File: src/rtl/mul_4bit_seq_pkg.sv
// Shared constants for the sequential 4x4 shift-add multiplier.
// Holds the operand width, the step-counter sizing and the FSM state encodings.
package mul_4bit_seq_pkg;

  localparam int N     = 4;
  localparam int CNT_W = $clog2(N);

  localparam logic [CNT_W-1:0] CNT_LAST = CNT_W'(N - 1);
  localparam logic [CNT_W-1:0] CNT_ONE  = CNT_W'(1);

  localparam logic [1:0] ST_IDLE = 2'd0;
  localparam logic [1:0] ST_CALC = 2'd1;
  localparam logic [1:0] ST_DONE = 2'd2;

endpackage

File: src/rtl/adder_4bit.sv
// 4-bit ripple adder with carry in/out.
// Produces the partial-product sum for each multiplier step.
module adder_4bit (
  input  logic [3:0] a,
  input  logic [3:0] b,
  input  logic       ci,
  output logic [3:0] s,
  output logic       co
);

  assign {co, s} = {1'b0, a} + {1'b0, b} + {4'd0, ci};

endmodule

File: src/rtl/mul_4bit_seq.sv
// Sequential 4x4 unsigned shift-add multiplier with valid/ready on both sides.
// One operand pair takes 4 CALC cycles; the product {A,Q} is held until the next accept.
module mul_4bit_seq
  import mul_4bit_seq_pkg::*;
(
  input  logic       i_clk,
  input  logic       i_rstn,
  input  logic       i_valid,
  output logic       o_ready,
  input  logic [3:0] i_a,
  input  logic [3:0] i_b,
  output logic       o_valid,
  input  logic       i_ready,
  output logic [7:0] o_p
);

  logic [1:0]       state_r;
  logic [3:0]       m_r;
  logic [3:0]       a_r;
  logic [3:0]       q_r;
  logic             c_r;
  logic [CNT_W-1:0] cnt_r;
  logic [3:0]       addend_s;
  logic [3:0]       sum_s;
  logic             co_s;

  assign addend_s = q_r[0] ? m_r : 4'd0;

  // C is cleared on accept and after every step, so feeding it as carry-in is a plain add.
  adder_4bit u_add (
    .a  (a_r),
    .b  (addend_s),
    .ci (c_r),
    .s  (sum_s),
    .co (co_s)
  );

  // Control FSM: IDLE -> CALC (N steps) -> DONE -> IDLE on downstream handshake.
  always_ff @(posedge i_clk) begin
    if (!i_rstn) begin
      state_r <= ST_IDLE;
    end else begin
      case (state_r)
        ST_IDLE: if (i_valid)             state_r <= ST_CALC;
        ST_CALC: if (cnt_r == CNT_LAST)   state_r <= ST_DONE;
        ST_DONE: if (i_ready)             state_r <= ST_IDLE;
        default:                          state_r <= ST_IDLE;
      endcase
    end
  end

  // Datapath: load operands on accept, then one shift-add step per CALC cycle.
  always_ff @(posedge i_clk) begin
    if (!i_rstn) begin
      m_r   <= 4'd0;
      a_r   <= 4'd0;
      q_r   <= 4'd0;
      c_r   <= 1'b0;
      cnt_r <= '0;
    end else begin
      case (state_r)
        ST_IDLE: begin
          if (i_valid) begin
            m_r   <= i_a;
            q_r   <= i_b;
            a_r   <= 4'd0;
            c_r   <= 1'b0;
            cnt_r <= '0;
          end
        end
        ST_CALC: begin
          a_r   <= {co_s, sum_s[3:1]};
          q_r   <= {sum_s[0], q_r[3:1]};
          c_r   <= 1'b0;
          cnt_r <= cnt_r + CNT_ONE;
        end
        default: begin
          // DONE holds every register until the product is taken.
        end
      endcase
    end
  end

  assign o_ready = (state_r == ST_IDLE);
  assign o_valid = (state_r == ST_DONE);
  assign o_p     = {a_r, q_r};

endmodule
File: config.mk
export PLATFORM = sky130hd
export DESIGN_NAME = mul_4bit_seq
export DESIGN_NICKNAME = d
export VERILOG_FILES = /design/src/rtl/mul_4bit_seq_pkg.sv /design/src/rtl/adder_4bit.sv /design/src/rtl/mul_4bit_seq.sv
export SDC_FILE = /design/constraint.sdc
export NUM_CORES = 1
export LEC_CHECK = 0
export BUFFER_PORTS_ARGS = -buffer_cell sky130_fd_sc_hd__buf_2
export CAP_MARGIN = 20
export CORE_MARGIN = 2
export CORE_UTILIZATION = 45
export CTS_CLUSTER_DIAMETER = 50
export CTS_CLUSTER_SIZE = 28
export DETAILED_ROUTE_END_ITERATION = 10
export PLACE_DENSITY = 0.73
export SYNTH_ARGS = -nofsm -noshare
export SYNTH_HDL_FRONTEND = slang
export SYNTH_SLANG_ARGS = --single-unit
File: constraint.sdc
create_clock -name i_clk -period 1.5 [get_ports i_clk]
set_input_delay 0.225 -clock i_clk [delete_from_list [all_inputs] [get_ports i_clk]]
set_output_delay 0.225 -clock i_clk [all_outputs]
set_load 0.03 [all_outputs]
* After elaboration in Yosys (flattened, before gate mapping)
Cells that the tools add are included.
Word-level totals: logic and storage cells 33, bits in registers 17, output and inout port bits 10, input port bits 12
Cells by class: eq/ne operators 6, add/subtract/negate cells 3, multiplexer cells 13, reductions and logical operators 5
Operators with widths (count):
- $pmux 4 s2 | 2
- $mux 4 | 3
- $mux 2 | 4
- $pmux 2 s3 | 1
- $add 4x4->5 | 1
- $add 5x1->5 | 1
- $eq 2x2->1 const B | 2
- $ne 2x2->1 const B | 2
- $pmux 2 s2 | 1
- $reduce_and 2->1 | 2
- $reduce_and 3->1 | 1
- $add 2x1->2 const B | 1
- $eq 2x1->1 const B | 1
- $logic_not 2->1 | 1
- $ne 2x1->1 const B | 1
- $pmux 1 s2 | 1
- $reduce_bool 2->1 | 1
- $mux 1 | 1

* Logic depth before layout (Yosys ltp)
depth in word-level cells 4, gate-level depth with buffers 7, mapped depth without buffers 7

* Cells and area by module
A second synthesis with hierarchy kept.
Unflattened totals: cells, all modules 96, area, all modules 868.3 um^2
By module, submodules not included:
- mul_4bit_seq | sequential area each 320.3 um^2, times used 1, cells each 80, area each 724.4 um^2
- adder_4bit | sequential area each 0.0 um^2, times used 1, cells each 16, area each 143.9 um^2

* Least setup slack after synthesis
No wires, ideal clock.
kind register to register, start reg q_r[0], end reg a_r[1], cell stages (with the launch flop) 8, path buffers 0, setup slack -0.250 ns, setup time 0.128 ns, clock period less this slack 1.750 ns, arrival 1.623 ns, data required time 1.372 ns, path through dfxtp_1 > and2_1 > ha_1 > inv_1 > fa_1 > xnor2_1 > a22oi_1 > nor2_1
Between the ends: cells in the longest elaborated chain, start to end 4
Ends and longest elaborated chain:
- start, declared | line mul_4bit_seq.sv:20 | logic [3:0] q_r;
- start signal, assigned | line mul_4bit_seq.sv:65 | q_r <= i_b;
- start signal, assigned | line mul_4bit_seq.sv:73 | q_r <= {sum_s[0], q_r[3:1]};
- $mux 4 | line mul_4bit_seq.sv:27 | assign addend_s = q_r[0] ? m_r : 4'd0;
- $add 4x4->5 | line adder_4bit.sv:11 | assign {co, s} = {1'b0, a} + {1'b0, b} + {4'd0, ci};
- $add 5x1->5 | line adder_4bit.sv:11
- $pmux 4 s2 | line mul_4bit_seq.sv:61 | case (state_r)
- end signal, assigned | line mul_4bit_seq.sv:72 | a_r <= {co_s, sum_s[3:1]};
- end, declared | line mul_4bit_seq.sv:19 | logic [3:0] a_r;
Every way passes these cells. A chain may end at the register's enable or synchronous reset.

* Worst setup path after layout
start reg q_r[0], end reg a_r[2]
The elaborated chain is that of the path after synthesis.

==> load_flow_metrics.sql <==
INSERT INTO impl_metrics (metric_group, metric, value, unit) VALUES
('timing', 'worst_slew_pin_slew', '0.388', 'ns'),
('floorplan', 'floorplan.rows', '15', ''),
('timing', 'timing.hold.ws', '0.163', 'ns'),
('grt', 'grt_remaining_overflow', '0', ''),
('flow_run', 'max-cap-violations', '0', ''),
('routing', 'ant_nets', '0', ''),
('finish', 'synthToLayoutAreaGrowth', '26.8', '%'),
('timing', 'rsz_0062_raised_after_global_routing', 'true', ''),
('timing', 'drv_slew', '0', ''),
('placed_design', 'dpl.hpwl', '1.32', 'mm'),
('floorplan', 'initial_util', '47.6', '%'),
('timing', 'highest_clock_frequency_the_design_can_meet', '0.684', 'GHz'),
('finish', 'antenna-diode-count', '0', ''),
('clocking', 'cts-hold-fix-buffers', '0', ''),
('timing', 'slew-limit-headroom', '74.1', '%'),
('yosys', 'syn_avg_cell_area', '8.84', 'um^2'),
('outcome', 'outcome', 'complete, no violations', ''),
('clocking', 'cts.path.max_buffers', '2', ''),
('timing', 'timing.final.setup_violations', '0', ''),
('worst_setup_path', 'timing_worst_setup_path_type', 'register to register', ''),
('clocking', 'clock_tree.htree_level_count', '1', ''),
('clocking', 'clock_insertion_delay_worst_skew', '0.29', 'ns'),
('min_path', 'timing.hold.worst.start', 'i_a[1]', ''),
('yosys', 'synth.top_cells.by_area', 'sky130_fd_sc_hd__dfxtp_1 39%, sky130_fd_sc_hd__ha_1 7.6%, sky130_fd_sc_hd__mux2i_1 6.1%', ''),
('grt', 'first_global_vias', '655', ''),
('placed_design', 'placedCellCount', '137', ''),
('worst_setup_path', 'worst_reg2reg_path_depth', '5', ''),
('routing', 'drt_iter0_drc', '4', ''),
('floorplan', 'core_region_area', '1730', 'um^2'),
('floorplan', 'die_area', '2180', 'um^2'),
('yosys', 'post_synth_fa_ha_maj_area_fraction', '10.0', '%'),
('finish', 'filler_cell_count', '163', ''),
('routing', 'drc', '0', ''),
('finish', 'layout.cells.most_common', 'sky130_fd_sc_hd__buf_2', ''),
('clocking', 'tritoncts_clock_tree', 'yes', ''),
('finish', 'layout.cells.non_filler', '142', ''),
('min_path', 'hold_depth', '3', ''),
('yosys', 'synth.net_count', '111', ''),
('worst_setup_path', 'timing.critical_path.fanout_max', '5', ''),
('yosys', 'most_used_dff_post_synth', 'sky130_fd_sc_hd__dfxtp_1', ''),
('worst_setup_path', 'critical_path_required', '1.71', 'ns'),
('finish', 'stdcell_area', '1040', 'um^2'),
('routing', 'drt_pass1_iterations', '4', ''),
('yosys', 'simple_logic_cell_fraction_of_the_synthesized_area', '23.9', '%'),
('routing', 'avgRoutedWirePerCell', '11.7', 'um'),
('yosys', 'compound_gate_fraction_of_synth_area', '15.1', '%'),
('yosys', 'yosysTopAreaCellShare', '39.0', '%'),
('floorplan', 'design.portCount', '22', ''),
('timing', 'final_min_period', '1.46', 'ns'),
('routing', 'route.detailed.vias_per_inst', '4.98', ''),
('worst_setup_path', 'startpoint_type', 'register', ''),
('yosys', 'postSynthRegisterBits', '16', ''),
('yosys', 'yosysWarnings', '0', ''),
('routing', 'detailroute.via_count', '707', ''),
('placed_design', 'numPortBuffers', '21', ''),
('finish', 'layout-drive-gt1-share', '35.9', '%'),
('clocking', 'cts_inserted_buffers', '3', ''),
('yosys', 'syn_area', '822', 'um^2'),
('timing', 'final_hold_viol_count', '0', ''),
('floorplan', 'dieHeight', '46.7', 'um'),
('finish', 'layout.cells.most_common_list', '21 x sky130_fd_sc_hd__buf_2, 14 x sky130_fd_sc_hd__dfxtp_1, 13 x sky130_fd_sc_hd__nor2_1, 13 x sky130_fd_sc_hd__nand2_1, 5 x sky130_fd_sc_hd__mux2i_1', ''),
('grt', 'number_of_antenna_violations_at_the_first_check_in_global_routing', '0', ''),
('yosys', 'synth_seq_area_share', '39.0', '%'),
('yosys', 'asyncSetResetFlopFracSynth', '0', '%'),
('pwr', 'leakage', '0.000481', 'uW'),
('yosys', 'synth.mux.area_fraction', '6.09', '%'),
('worst_setup_path', 'timing.rr.start', 'q_r[0]$_SDFFE_PN0P_', ''),
('finish', 'layout.nets', '136', ''),
('timing', 'finalClockSkew', '0.00229', 'ns'),
('clocking', 'ctsRootBufferMaster', 'sky130_fd_sc_hd__clkbuf_4', ''),
('yosys', 'syn-instance-count', '93', '');
==> synth_stat cells, types with 2 or more instances <==
cell	count
sky130_fd_sc_hd__nand3_1	2
sky130_fd_sc_hd__nor2_1	13
sky130_fd_sc_hd__dfxtp_1	16
sky130_fd_sc_hd__a311oi_1	4
sky130_fd_sc_hd__mux2i_1	5
sky130_fd_sc_hd__inv_1	5
sky130_fd_sc_hd__nand2b_1	2
sky130_fd_sc_hd__and2_1	3
sky130_fd_sc_hd__and2b_2	2
sky130_fd_sc_hd__a21oi_1	4
sky130_fd_sc_hd__nand3b_1	2
sky130_fd_sc_hd__nand2_1	13
sky130_fd_sc_hd__buf_2	2
sky130_fd_sc_hd__a22oi_1	2
sky130_fd_sc_hd__ha_1	5
==> worst max path at each step <==
stage / startpoint / end / slack, ns / depth (start not counted)
floorplan: q_r[0]$_SDFFE_PN0P_ / a_r[0]$_SDFFE_PN0P_ / 0.003 / 6
global placement: q_r[0]$_SDFFE_PN0P_ / a_r[2]$_SDFFE_PN0P_ / -0.01 / 5
detailed placement: q_r[0]$_SDFFE_PN0P_ / a_r[2]$_SDFFE_PN0P_ / -0.006 / 5
CTS: q_r[0]$_SDFFE_PN0P_ / a_r[0]$_SDFFE_PN0P_ / -0.005 / 6
global route: q_r[0]$_SDFFE_PN0P_ / a_r[1]$_SDFFE_PN0P_ / -0.03 / 7
finish: q_r[0]$_SDFFE_PN0P_ / a_r[2]$_SDFFE_PN0P_ / 0.04 / 5
==> where the power goes <==
part | switching, uW | internal [uW] | total [uW]
combinational | 92.4 | 64.2 | 157
sequential | 17.8 | 448 | 466
clock | 138 | 148 | 287
==> sequential cells by signal, summed over array words and instances (netlist names) <==
name     cells
cnt_r        2
state_r      2
a_r          4
m_r          4
q_r          4
==> layer usage <==
layer,vias up,share of wire (%),GRT usage [%]
met1,321,46,22.1
met3,5,3.1,3.46
met5,-,0,0
met2,15,48,30.0
li1,366,-,-
met4,0,2.9,8.33
==> worst max-delay path: stages (launching register included) <==
cell                       delay [ns]
sky130_fd_sc_hd__dfxtp_4         0.36
sky130_fd_sc_hd__and2_1          0.18
sky130_fd_sc_hd__ha_4            0.29
sky130_fd_sc_hd__a21oi_1         0.08
sky130_fd_sc_hd__a2111o_1        0.41
sky130_fd_sc_hd__o311ai_1        0.07
==> cells by family (layout without fill, tap and decap cells) <==
group,after synthesis,count (layout)
xor gates and xnor gates,1,1
and+or+nand+nor,40,40
DFF,16,16
adders and majority gates,6,6
AOI/OAI and AO/OA,16,16
muxes,5,5
buffers and inverters,9,33
==> through the flow <==
step | setup WS (ns) | util, % | setup TNS (ns) | power [uW]
finish | 0.0374 | 60.4 | 0 | 909
global route | -0.0334 | 60.4 | -0.0382 | 953
CTS | -0.00533 | 59.0 | -0.00978 | 916
detailed placement | -0.00602 | 55.7 | -0.00602 | 626
global placement | -0.0120 | 55.7 | -0.0120 | 623
floorplan | 0.00269 | - | 0 | 580
==> timing repair <==
item,4_1_cts,5_1_grt
endpoints found under the setup margin,3,4
setup buffers,1,0
gates resized for setup,1,5
pin swaps,0,1
==> area by class of cell <==
class	count	area, um^2	area share, %
Multi-Input combinational cell	68	503	48.3
Sequential cell	16	325	31.2
Timing Repair Buffer	24	128	12.2
Clock buffer	4	36.3	3.48
Tap cell	25	31.3	3.00
Inverter	5	18.8	1.80
(Power assumes the default switching activity.)
